**src/rtl/game_sequencer.sv**
```systemverilog
// Round controller for the cannon game: target display, aim, launch, flight wait and result.
// Optional macro SEQ_SHOW_SKIP_EN: a shoot_req edge in SHOW_X/SHOW_Y skips the remaining dwell.
module game_sequencer #(
  parameter int SHOW_CYCLES    = 16,
  parameter int SHOTS_PER_GAME = 5,
  parameter int WIN_SCORE      = 3,
  parameter int FLIGHT_TIMEOUT = 255
) (
  input  logic       clk,
  input  logic       reset,
  input  logic       start_new_game,
  input  logic       shoot_req,
  input  logic       aim_view,
  input  logic       result_valid,
  input  logic       hit,
  output logic [4:0] select,
  output logic       shoot_out,
  output logic       busy,
  output logic [3:0] score,
  output logic [2:0] shots_left,
  output logic       game_over,
  output logic       timeout_flag
);

  typedef enum logic [2:0] {
    ST_IDLE   = 3'd0,
    ST_SHOW_X = 3'd1,
    ST_SHOW_Y = 3'd2,
    ST_AIM    = 3'd3,
    ST_FLIGHT = 3'd4,
    ST_RESULT = 3'd5,
    ST_OVER   = 3'd6
  } state_t;

  localparam int DW = (SHOW_CYCLES > 1) ? $clog2(SHOW_CYCLES) : 1;
  localparam logic [DW-1:0] DWELL_LAST = DW'(SHOW_CYCLES - 1);
  localparam logic [DW-1:0] DWELL_ONE  = DW'(1'b1);
  localparam logic [7:0]    TMO_LAST   = 8'(FLIGHT_TIMEOUT - 1);
  localparam logic [2:0]    SHOTS_INIT = 3'(SHOTS_PER_GAME);
  localparam logic [3:0]    WIN_THR    = 4'(WIN_SCORE);

  localparam logic [4:0] SEL_CANNON = 5'b10000;
  localparam logic [4:0] SEL_AIM    = 5'b01000;
  localparam logic [4:0] SEL_TX     = 5'b00100;
  localparam logic [4:0] SEL_TY     = 5'b00010;
  localparam logic [4:0] SEL_TRAJ   = 5'b00001;

  state_t        state_r, state_nxt_s;
  logic          start_d_r, shoot_d_r;
  logic          start_edge_s, shoot_edge_s, skip_s;
  logic          dwell_done_s, tmo_done_s;
  logic [DW-1:0] dwell_r, dwell_nxt_s;
  logic [7:0]    tmo_r, tmo_nxt_s;
  logic [3:0]    score_nxt_s;
  logic [2:0]    shots_nxt_s;
  logic [4:0]    select_nxt_s;
  logic          shoot_out_nxt_s, busy_nxt_s, game_over_nxt_s, timeout_flag_nxt_s;

  assign start_edge_s = start_new_game & ~start_d_r;
  assign shoot_edge_s = shoot_req & ~shoot_d_r;
  assign dwell_done_s = (dwell_r == DWELL_LAST);
  assign tmo_done_s   = (tmo_r == TMO_LAST);

`ifdef SEQ_SHOW_SKIP_EN
  assign skip_s = shoot_edge_s;
`else
  assign skip_s = 1'b0;
`endif

  // State register and edge-detect history; history loads live levels even in reset
  always_ff @(posedge clk) begin
    if (reset) begin
      state_r   <= ST_IDLE;
      start_d_r <= start_new_game;
      shoot_d_r <= shoot_req;
    end else begin
      state_r   <= state_nxt_s;
      start_d_r <= start_new_game;
      shoot_d_r <= shoot_req;
    end
  end

  // Next-state logic; a start edge overrides every state
  always_comb begin
    state_nxt_s = state_r;
    if (start_edge_s) begin
      state_nxt_s = ST_SHOW_X;
    end else begin
      case (state_r)
        ST_IDLE:   state_nxt_s = ST_IDLE;
        ST_SHOW_X: begin
          if (dwell_done_s || skip_s) state_nxt_s = ST_SHOW_Y;
          else                        state_nxt_s = ST_SHOW_X;
        end
        ST_SHOW_Y: begin
          if (dwell_done_s || skip_s) state_nxt_s = ST_AIM;
          else                        state_nxt_s = ST_SHOW_Y;
        end
        ST_AIM: begin
          if (shoot_edge_s) state_nxt_s = ST_FLIGHT;
          else              state_nxt_s = ST_AIM;
        end
        ST_FLIGHT: begin
          if (result_valid || tmo_done_s) state_nxt_s = ST_RESULT;
          else                            state_nxt_s = ST_FLIGHT;
        end
        ST_RESULT: begin
          if (!dwell_done_s)                                 state_nxt_s = ST_RESULT;
          else if ((score >= WIN_THR) || (shots_left == 3'd0)) state_nxt_s = ST_OVER;
          else                                               state_nxt_s = ST_SHOW_X;
        end
        ST_OVER:   state_nxt_s = ST_OVER;
        default:   state_nxt_s = ST_IDLE;
      endcase
    end
  end

  // Score, shot count and the dwell/timeout counters
  always_comb begin
    score_nxt_s = score;
    shots_nxt_s = shots_left;
    if (start_edge_s) begin
      score_nxt_s = 4'd0;
      shots_nxt_s = SHOTS_INIT;
    end else if ((state_r == ST_AIM) && shoot_edge_s) begin
      shots_nxt_s = shots_left - 3'd1;
    end else if ((state_r == ST_FLIGHT) && result_valid && hit && (score != 4'd15)) begin
      score_nxt_s = score + 4'd1;
    end else begin
      score_nxt_s = score;
      shots_nxt_s = shots_left;
    end

    if (!start_edge_s && (state_nxt_s == state_r) &&
        ((state_r == ST_SHOW_X) || (state_r == ST_SHOW_Y) || (state_r == ST_RESULT))) begin
      dwell_nxt_s = dwell_r + DWELL_ONE;
    end else begin
      dwell_nxt_s = {DW{1'b0}};
    end

    if (!start_edge_s && (state_r == ST_FLIGHT) && (state_nxt_s == ST_FLIGHT)) begin
      tmo_nxt_s = tmo_r + 8'd1;
    end else begin
      tmo_nxt_s = 8'd0;
    end
  end

  // Output decode from the next state so every output is registered
  always_comb begin
    select_nxt_s       = SEL_CANNON;
    busy_nxt_s         = 1'b1;
    game_over_nxt_s    = 1'b0;
    timeout_flag_nxt_s = 1'b0;
    shoot_out_nxt_s    = (state_r == ST_AIM) && (state_nxt_s == ST_FLIGHT);
    case (state_nxt_s)
      ST_IDLE:   busy_nxt_s = 1'b0;
      ST_SHOW_X: select_nxt_s = SEL_TX;
      ST_SHOW_Y: select_nxt_s = SEL_TY;
      ST_AIM:    select_nxt_s = aim_view ? SEL_AIM : SEL_CANNON;
      ST_FLIGHT: select_nxt_s = SEL_TRAJ;
      ST_RESULT: begin
        select_nxt_s = SEL_TRAJ;
        // Entering from FLIGHT without result_valid can only mean the timeout fired
        if (state_r == ST_FLIGHT) timeout_flag_nxt_s = ~result_valid;
        else                      timeout_flag_nxt_s = timeout_flag;
      end
      ST_OVER: begin
        busy_nxt_s      = 1'b0;
        game_over_nxt_s = 1'b1;
      end
      default:   busy_nxt_s = 1'b0;
    endcase
  end

  // Output and counter registers
  always_ff @(posedge clk) begin
    if (reset) begin
      select       <= SEL_CANNON;
      shoot_out    <= 1'b0;
      busy         <= 1'b0;
      score        <= 4'd0;
      shots_left   <= SHOTS_INIT;
      game_over    <= 1'b0;
      timeout_flag <= 1'b0;
      dwell_r      <= {DW{1'b0}};
      tmo_r        <= 8'd0;
    end else begin
      select       <= select_nxt_s;
      shoot_out    <= shoot_out_nxt_s;
      busy         <= busy_nxt_s;
      score        <= score_nxt_s;
      shots_left   <= shots_nxt_s;
      game_over    <= game_over_nxt_s;
      timeout_flag <= timeout_flag_nxt_s;
      dwell_r      <= dwell_nxt_s;
      tmo_r        <= tmo_nxt_s;
    end
  end

endmodule

```
**config.mk**
```make
export PLATFORM = sky130hd
export DESIGN_NAME = game_sequencer
export DESIGN_NICKNAME = d
export VERILOG_FILES = /design/src/rtl/game_sequencer.sv
export SDC_FILE = /design/constraint.sdc
export NUM_CORES = 1
export LEC_CHECK = 0
export ABC_AREA = 1
export CORE_MARGIN = 4
export CORE_UTILIZATION = 55
export CTS_BUF_LIST = sky130_fd_sc_hd__clkbuf_16
export DETAILED_ROUTE_END_ITERATION = 10
export PLACE_DENSITY = 0.81
export SYNTH_ARGS = -nofsm -noshare
export SYNTH_HDL_FRONTEND = slang
export SYNTH_SLANG_ARGS = --single-unit
```
**constraint.sdc**
```tcl
create_clock -name clk -period 4.1 [get_ports clk]
set_input_delay 0.82 -clock clk [delete_from_list [all_inputs] [get_ports clk]]
set_output_delay 0.82 -clock clk [all_outputs]
set_load 0.005 [all_outputs]
```
==> results of run 1 <==
[logic make-up (layout without fill, tap and decap cells)]
group	count (synthesis)	in the layout	synth area share
AND/OR/NAND/NOR	105	105	0.343
buffers and inverters	28	56	0.0731
flip-flops	33	33	0.443
AO/OA/AOI/OAI	14	14	0.0487
XOR/XNOR	7	7	0.0411
adder cells (fa/ha/maj)	6	6	0.0504
[worst max path at each step]
stage / slack [ps] / cells after the start / endpoint / startpoint
after floorplan: 2390 / 9 / dwell_r[0]$_SDFF_PP0_ / start_new_game
after global placement: 1730 / 8 / dwell_r[2]$_SDFF_PP0_ / reset
final: 1910 / 8 / dwell_r[0]$_SDFF_PP0_ / reset
after global routing: 1810 / 8 / dwell_r[0]$_SDFF_PP0_ / reset
after detailed placement: 1620 / 8 / dwell_r[0]$_SDFF_PP0_ / reset
after CTS: 1900 / 8 / dwell_r[0]$_SDFF_PP0_ / reset
[area by class of cell]
| cell class | instances | area (µm²) |
|---|---|---|
| clock buffer | 5 | 125 |
| clock inverter | 2 | 7.51 |
| fill | 198 | 649 |
| inverter | 27 | 101 |
| multi-input combinational | 132 | 721 |
| sequential | 33 | 661 |
| tap | 30 | 37.5 |
| timing repair buffer | 22 | 220 |
[worst register-to-register path: cells and delay by family, from the launching register on]
kind,cells,cell delay [ps]
AO/OA/AOI/OAI,2,260
flip-flops,1,350
adder cells (fa/ha/maj),2,380
AND/OR/NAND/NOR,7,680
buffers and inverters,2,140
[synth_stat cells]
library cell and number:
nor3_4 1, nor3_2 1, nor2_2 6, xor2_1 5, o21ai_0 4, nor2_4 1, o21ai_1 2, buf_4 1
nand2_1 30, nand3_2 4, ha_1 6, inv_2 3, dfxtp_1 33, xnor2_1 2, nand3_1 14, nand3b_1 1
nor2_1 33, a211oi_1 1, nand2_2 8, nor3_1 4, inv_1 24, a21oi_1 7, and3_1 2
[routing by layer]
| metal | track usage | wire [µm] |
|---|---|---|
| met5 | 0 | 0 |
| met4 | 0.0854 | 79 |
| met3 | 0.0864 | 133 |
| met2 | 0.335 | 1570 |
| met1 | 0.198 | 1250 |
[state kept, by name, summed over array words and instances, names as in the netlist, 3 cells and up]
| signal | count |
|---|---|
| shots_left | 3 |
| score | 4 |
| state_r | 3 |
| select | 5 |
| tmo_r | 8 |
| dwell_r | 4 |
[through the flow]
step | instances | utilization
floorplan | 193 | -
global placement | 244 | 0.690
detailed placement | 244 | 0.690
CTS | 251 | 0.743
global route | 251 | 0.743
finish | 251 | 0.743
[power groups by stage]
stage                     Sequential, µW  Clock, µW  Combinational [µW]
after floorplan                      333          0                19.9
after global placement               335          0                31.7
after detailed placement             335          0                32.6
after CTS                            329        340                33.0
after global routing                 329        355                35.7
final                                329        332                32.7
==> qor.txt, run 1 <==
==================================================================================
Result of the run                                                     finished, final reports clean
Finished layout cell area                                              0.00187 mm²
Cell occurring most often along the worst timing path                       nor2_1
Clock period minus worst slack                                             2190 ps
Synth Register Bits                                                             33
Transition at the pin with the smallest max-transition slack                395 ps
Share of synthesized area occupied by flip-flops and latches                 0.443
Total Power Consumption                                                     694 µW
Number of nets still failing antenna checks after routing                        0
Switching power                                                             137 µW
Crit Path Max Fanout                                                             7
CTS-repair resized insts                                                         0
YS warnings                                                                      0
Signed area change from the synthesized netlist to the final layout          25.7%
Min Hold Slack                                                              474 ps
Clock-pin transition on the worst setup and hold timing paths                50 ps
Cell area reported after detailed placement                            0.00174 mm²
Source of the worst register-to-register timing path                  shots_left[0]$_SDFFE_PP1P_
Cell depth of the worst min-delay path                                           1
Most area-consuming cells after synthesis                             dfxtp_1, nor2_1, nand2_1
Length in cells of the worst reg-to-reg path                                    13
Effective utilization at floorplan                                           0.591
CTS Root Buffer Type                                                     clkbuf_16
Total Negative Setup Slacks                                                   0 ps
First-pass iteration count of the detailed router                                4
CP delay by family, top                                               simple AND/OR/NAND/NOR gates
Depth of the CTS H-tree                                                          2
Ratio of routed vias to standard cells                                        5.02
Type of the worst setup path                                          input pin to register
Aggregate global-route resource usage                                        0.193
Hold_sp                                                               dwell_r[0]$_SDFF_PP0_
Maximum buffer depth of the clock tree                                           2
Count of vias placed by the detailed router                                   1260
Core area                                                              0.00252 mm²
Buf+Inv Stages, Crit Path                                                        2
Critical path data arrival time                                            2400 ps
Worst Hold Endpoint                                                   dwell_r[0]$_SDFF_PP0_
Final count of hold timing violations                                            0
Internal power                                                              556 µW
Setup slack on the worst flop-to-flop path                                 2190 ps
Clock tree from TritonCTS                                                    built
Max Clock Freq                                                             457 MHz
Post-layout worst setup margin                                             1910 ps
Worst setup slack before clock tree synthesis                              1620 ps
Later-pin clock latency in the skew report                                  270 ps
Fraction of final layout cells with drive strength greater than 1            0.131
Required time at the endpoint of the critical path                         4310 ps
Crit-path max cell delay                                                    510 ps
CTS buffer count                                                                 5
Proportion of power drawn by flip-flops and latches                          0.475
Peak supply drop                                                          0.382 mV
Net switching fraction of the power                                          0.198
Worst-path cell with the longest stage delay                          clkdlybuf4s50_1
Share of the synthesized area in the top cell type                           0.443
Cell area after synthesis                                              0.00149 mm²
Pin count of the biggest net entering global routing                            10
Cells after synthesis                                                          193
Share of the clock period used by the worst path                             0.534
Final antenna diode count                                                        0
Die area                                                               0.00361 mm²
Class of the worst hold path                                          register to register
Leakage power summed over all cells                                    0.000850 µW
Netlist cell types                                                              23
Via count of the first global-routing pass                                    1194
CTS Hold Buffers Added                                                           0
Largest area contributor in the netlist                                    dfxtp_1
Gpl congestion                                                               0.798
Global route total overflow                                                      0
Mapped Avg Cell Area                                                      7.72 µm²
Worst R2R End                                                         select[4]$_SDFF_PP1_
Part of the total power dissipated in the clock network                      0.478
Number of I/O pins                                                              23
Gate power share                                                             0.047
Cell Rows                                                                       18
IO buf count                                                                    22
Drc violations                                                                   0
Max-cap violations                                                               0
Antenna violations before repair                                                 0
Highest-count cells in the layout ignoring fill and taps              nor2_1, dfxtp_1, nand2_1, inv_1, clkdlybuf4s50_1
Number of DRC markers in iteration 0                                            21
Syn nets                                                                       206
Setup repair bufs after CTS                                                      0
Power density over the cells                                            370 mW/mm²
DP Wirelength                                                              2370 µm
Critical path launch point type                                          input pin
Worst slew margin relative to its limit                                      0.735
Final worst clock skew                                                     1.86 ps
Count of pins over their slew limit                                              0
Total routed wirelength                                                    3040 µm
Type of element capturing the critical path                               register
Total number of clock tree sinks                                                33
Crit-path cells                                                       clkdlybuf4s50_1, nor2_1, inv_1, a21oi_1, nand2_1, nor2_2, nand2_2, nor2_1
Setup repair after global routing missed its margin                          false
First-pass GRT wire length                                                 4950 µm
Final-report setup violation count                                               0
Width of the chip                                                          60.1 µm
Final layout net count                                                         234
Wire length per cell after detailed routing                                12.1 µm
Die height                                                                 60.1 µm
==================================================================================
(Power assumes the default switching activity.)
==> run 2: changes to the inputs <==
--- a/config.mk
+++ b/config.mk
@@ -7,10 +7,10 @@
 export LEC_CHECK = 0
 export ABC_AREA = 1
 export CORE_MARGIN = 4
-export CORE_UTILIZATION = 55
+export CORE_UTILIZATION = 52
 export CTS_BUF_LIST = sky130_fd_sc_hd__clkbuf_16
 export DETAILED_ROUTE_END_ITERATION = 10
-export PLACE_DENSITY = 0.81
+export PLACE_DENSITY = 0.77
 export SYNTH_ARGS = -nofsm -noshare
 export SYNTH_HDL_FRONTEND = slang
 export SYNTH_SLANG_ARGS = --single-unit
==> constraint.sdc (replaced) <==
create_clock -name clk -period 2.1 [get_ports clk]
set_input_delay 0.42 -clock clk [delete_from_list [all_inputs] [get_ports clk]]
set_output_delay 0.42 -clock clk [all_outputs]
set_load 0.005 [all_outputs]
==> qor.txt, run 2 (synthesized netlist as in run 1, its figures left out) <==
=====================================================================================
Part of the total power dissipated in the clock network                         0.569
Critical path launch point type                                              register
Antenna violations before repair                                                    0
Fraction of final layout cells with drive strength greater than 1               0.156
Max Clock Freq                                                                546 MHz
DP Wirelength                                                                 2400 µm
Max FFs per register                                                                8
Hold_sp                                                                  dwell_r[0]$_SDFF_PP0_
Type of element capturing the critical path                                  register
Wire length per cell after detailed routing                                   12.3 µm
Later-pin clock latency in the skew report                                     280 ps
Worst R2R End                                                            select[4]$_SDFF_PP1_
Peak supply drop                                                             0.878 mV
Register name with the most flops                                               tmo_r
Die height                                                                    61.5 µm
Cell depth of the worst min-delay path                                              1
Via count of the first global-routing pass                                       1323
Highest-count cells in the layout ignoring fill and taps                 dfxtp_1, nor2_1, nand2_1, inv_1, clkdlybuf4s50_1
Global route total overflow                                                         0
Transition at the pin with the smallest max-transition slack                   377 ps
CTS Hold Buffers Added                                                              0
Critical path data arrival time                                               2010 ps
Min Hold Slack                                                                 444 ps
First-pass iteration count of the detailed router                                   5
Final-report setup violation count                                                  0
First-pass GRT wire length                                                    5520 µm
Cell Rows                                                                          19
Gpl congestion                                                                  0.797
Setup repair bufs after CTS                                                         0
Total routed wirelength                                                       3140 µm
Total number of clock tree sinks                                                   33
Total Power Consumption                                                       1650 µW
CTS Root Buffer Type                                                        clkbuf_16
DP Cell Count                                                                     247
Clock-pin transition on the worst setup and hold timing paths                   50 ps
Most frequent standard cell in the layout excluding fill and tap cells        dfxtp_1
Final antenna diode count                                                           0
Core area                                                                 0.00276 mm²
Maximum buffer depth of the clock tree                                              2
Registers with the most flip-flops                                       tmo_r (8), select (5)
Effective utilization at floorplan                                              0.540
Setup repair after global routing missed its margin                             false
Clock period minus worst slack                                                1830 ps
Length in cells of the worst reg-to-reg path                                       13
IO buf count                                                                       22
Proportion of power drawn by flip-flops and latches                             0.389
Final count of hold timing violations                                               0
Crit Path Max Fanout                                                                4
Class of the worst hold path                                             register to register
Worst Hold Endpoint                                                      dwell_r[0]$_SDFF_PP0_
Signed area change from the synthesized netlist to the final layout             30.8%
Required time at the endpoint of the critical path                            2270 ps
Area of the multi-input gates                                                 723 µm²
Final layout net count                                                            236
Final Util                                                                      0.707
Depth of the CTS H-tree                                                             2
Type of the worst setup path                                             register to register
Count of vias placed by the detailed router                                      1298
Leakage power summed over all cells                                       0.000885 µW
Die area                                                                  0.00379 mm²
Clock tree from TritonCTS                                                       built
Width of the chip                                                             61.5 µm
Number of DRC markers in iteration 0                                               42
Worst slew margin relative to its limit                                         0.748
Setup slack on the worst flop-to-flop path                                     270 ps
Count of pins over their slew limit                                                 0
Ratio of routed vias to standard cells                                           5.09
Gate power share                                                                0.041
Source of the worst register-to-register timing path                     shots_left[0]$_SDFFE_PP1P_
CTS buffer count                                                                    5
Power density over the cells                                               845 mW/mm²
Total Negative Setup Slacks                                                      0 ps
Drc violations                                                                      0
Switching power                                                                303 µW
Final worst clock skew                                                        1.65 ps
Net switching fraction of the power                                             0.184
Internal power                                                                1340 µW
Filler instances                                                                  228
Number of cells in the finished layout apart from fillers                         255
Number of nets still failing antenna checks after routing                           0
Storage cell area                                                             661 µm²
Aggregate global-route resource usage                                           0.201
Share of the clock period used by the worst path                                0.873
Pin count of the biggest net entering global routing                               12
Max-cap violations                                                                  0
Number of I/O pins                                                                 23
Result of the run                                                        finished, final reports clean
=====================================================================================
## run 2: power groups by stage
stage	logic, µW	clock network (µW)	registers (µW)
final	68.3	937	641
after global routing	75.6	975	642
after CTS	68.3	944	641
after detailed placement	67.0	0	654
after global placement	65.7	0	654
after floorplan	38.8	0	650
## run 2: area by class of cell
| class | instances | share of cell area |
|---|---|---|
| sequential | 33 | 0.339 |
| timing repair buffer | 24 | 0.121 |
| inverter | 27 | 0.0520 |
| multi-input combinational | 132 | 0.371 |
| clock inverter | 3 | 0.0334 |
| clock buffer | 5 | 0.0642 |
| tap | 31 | 0.0199 |
## run 2: critical path, stage by stage (launching register included)
cell	delay, ps
dfxtp_1	350
inv_1	70
ha_1	200
ha_1	200
nor2_1	100
nand2_1	90
o21ai_0	150
nand2_1	90
nand2_1	120
inv_1	80
nor2_2	100
o21ai_1	70
nand2_1	70
nand2_1	50
## run 2: how the worst max path moves through the flow
stage | endpoint | start | slack [ps] | cells past startpoint
6_report | select[4]$_SDFF_PP1_ | shots_left[0]$_SDFFE_PP1P_ | 270 | 13
5_1_grt | select[4]$_SDFF_PP1_ | shots_left[0]$_SDFFE_PP1P_ | 30 | 13
4_1_cts | select[4]$_SDFF_PP1_ | shots_left[0]$_SDFFE_PP1P_ | 240 | 13
3_5_place_dp | select[4]$_SDFF_PP1_ | shoot_req | 190 | 11
3_3_place_gp | dwell_r[3]$_SDFF_PP0_ | shoot_req | 290 | 11
2_1_floorplan | select[4]$_SDFF_PP1_ | shots_left[0]$_SDFFE_PP1P_ | 460 | 13
## run 2: what timing repair did
item | CTS | global route
hold endpoints to repair | 0 | 0
resized for setup | 0 | 1
endpoints found under the setup margin | 0 | 1
## run 2: routing by layer
layer	global-route usage	share of wire	routed length, µm	vias to the layer above
met5	0	0	0	-
met4	0.100	0.031	99	0
met3	0.0713	0.038	121	13
met2	0.330	0.52	1650	28
met1	0.229	0.41	1280	595
li1	-	-	-	662
## run 2: through the flow
step | cell area, µm² | setup slack, ps
2_1_floorplan | 1490 | 457
3_3_place_gp | 1760 | 289
3_5_place_dp | 1760 | 195
4_1_cts | 1950 | 239
5_1_grt | 1950 | 28.9
6_report | 1950 | 267
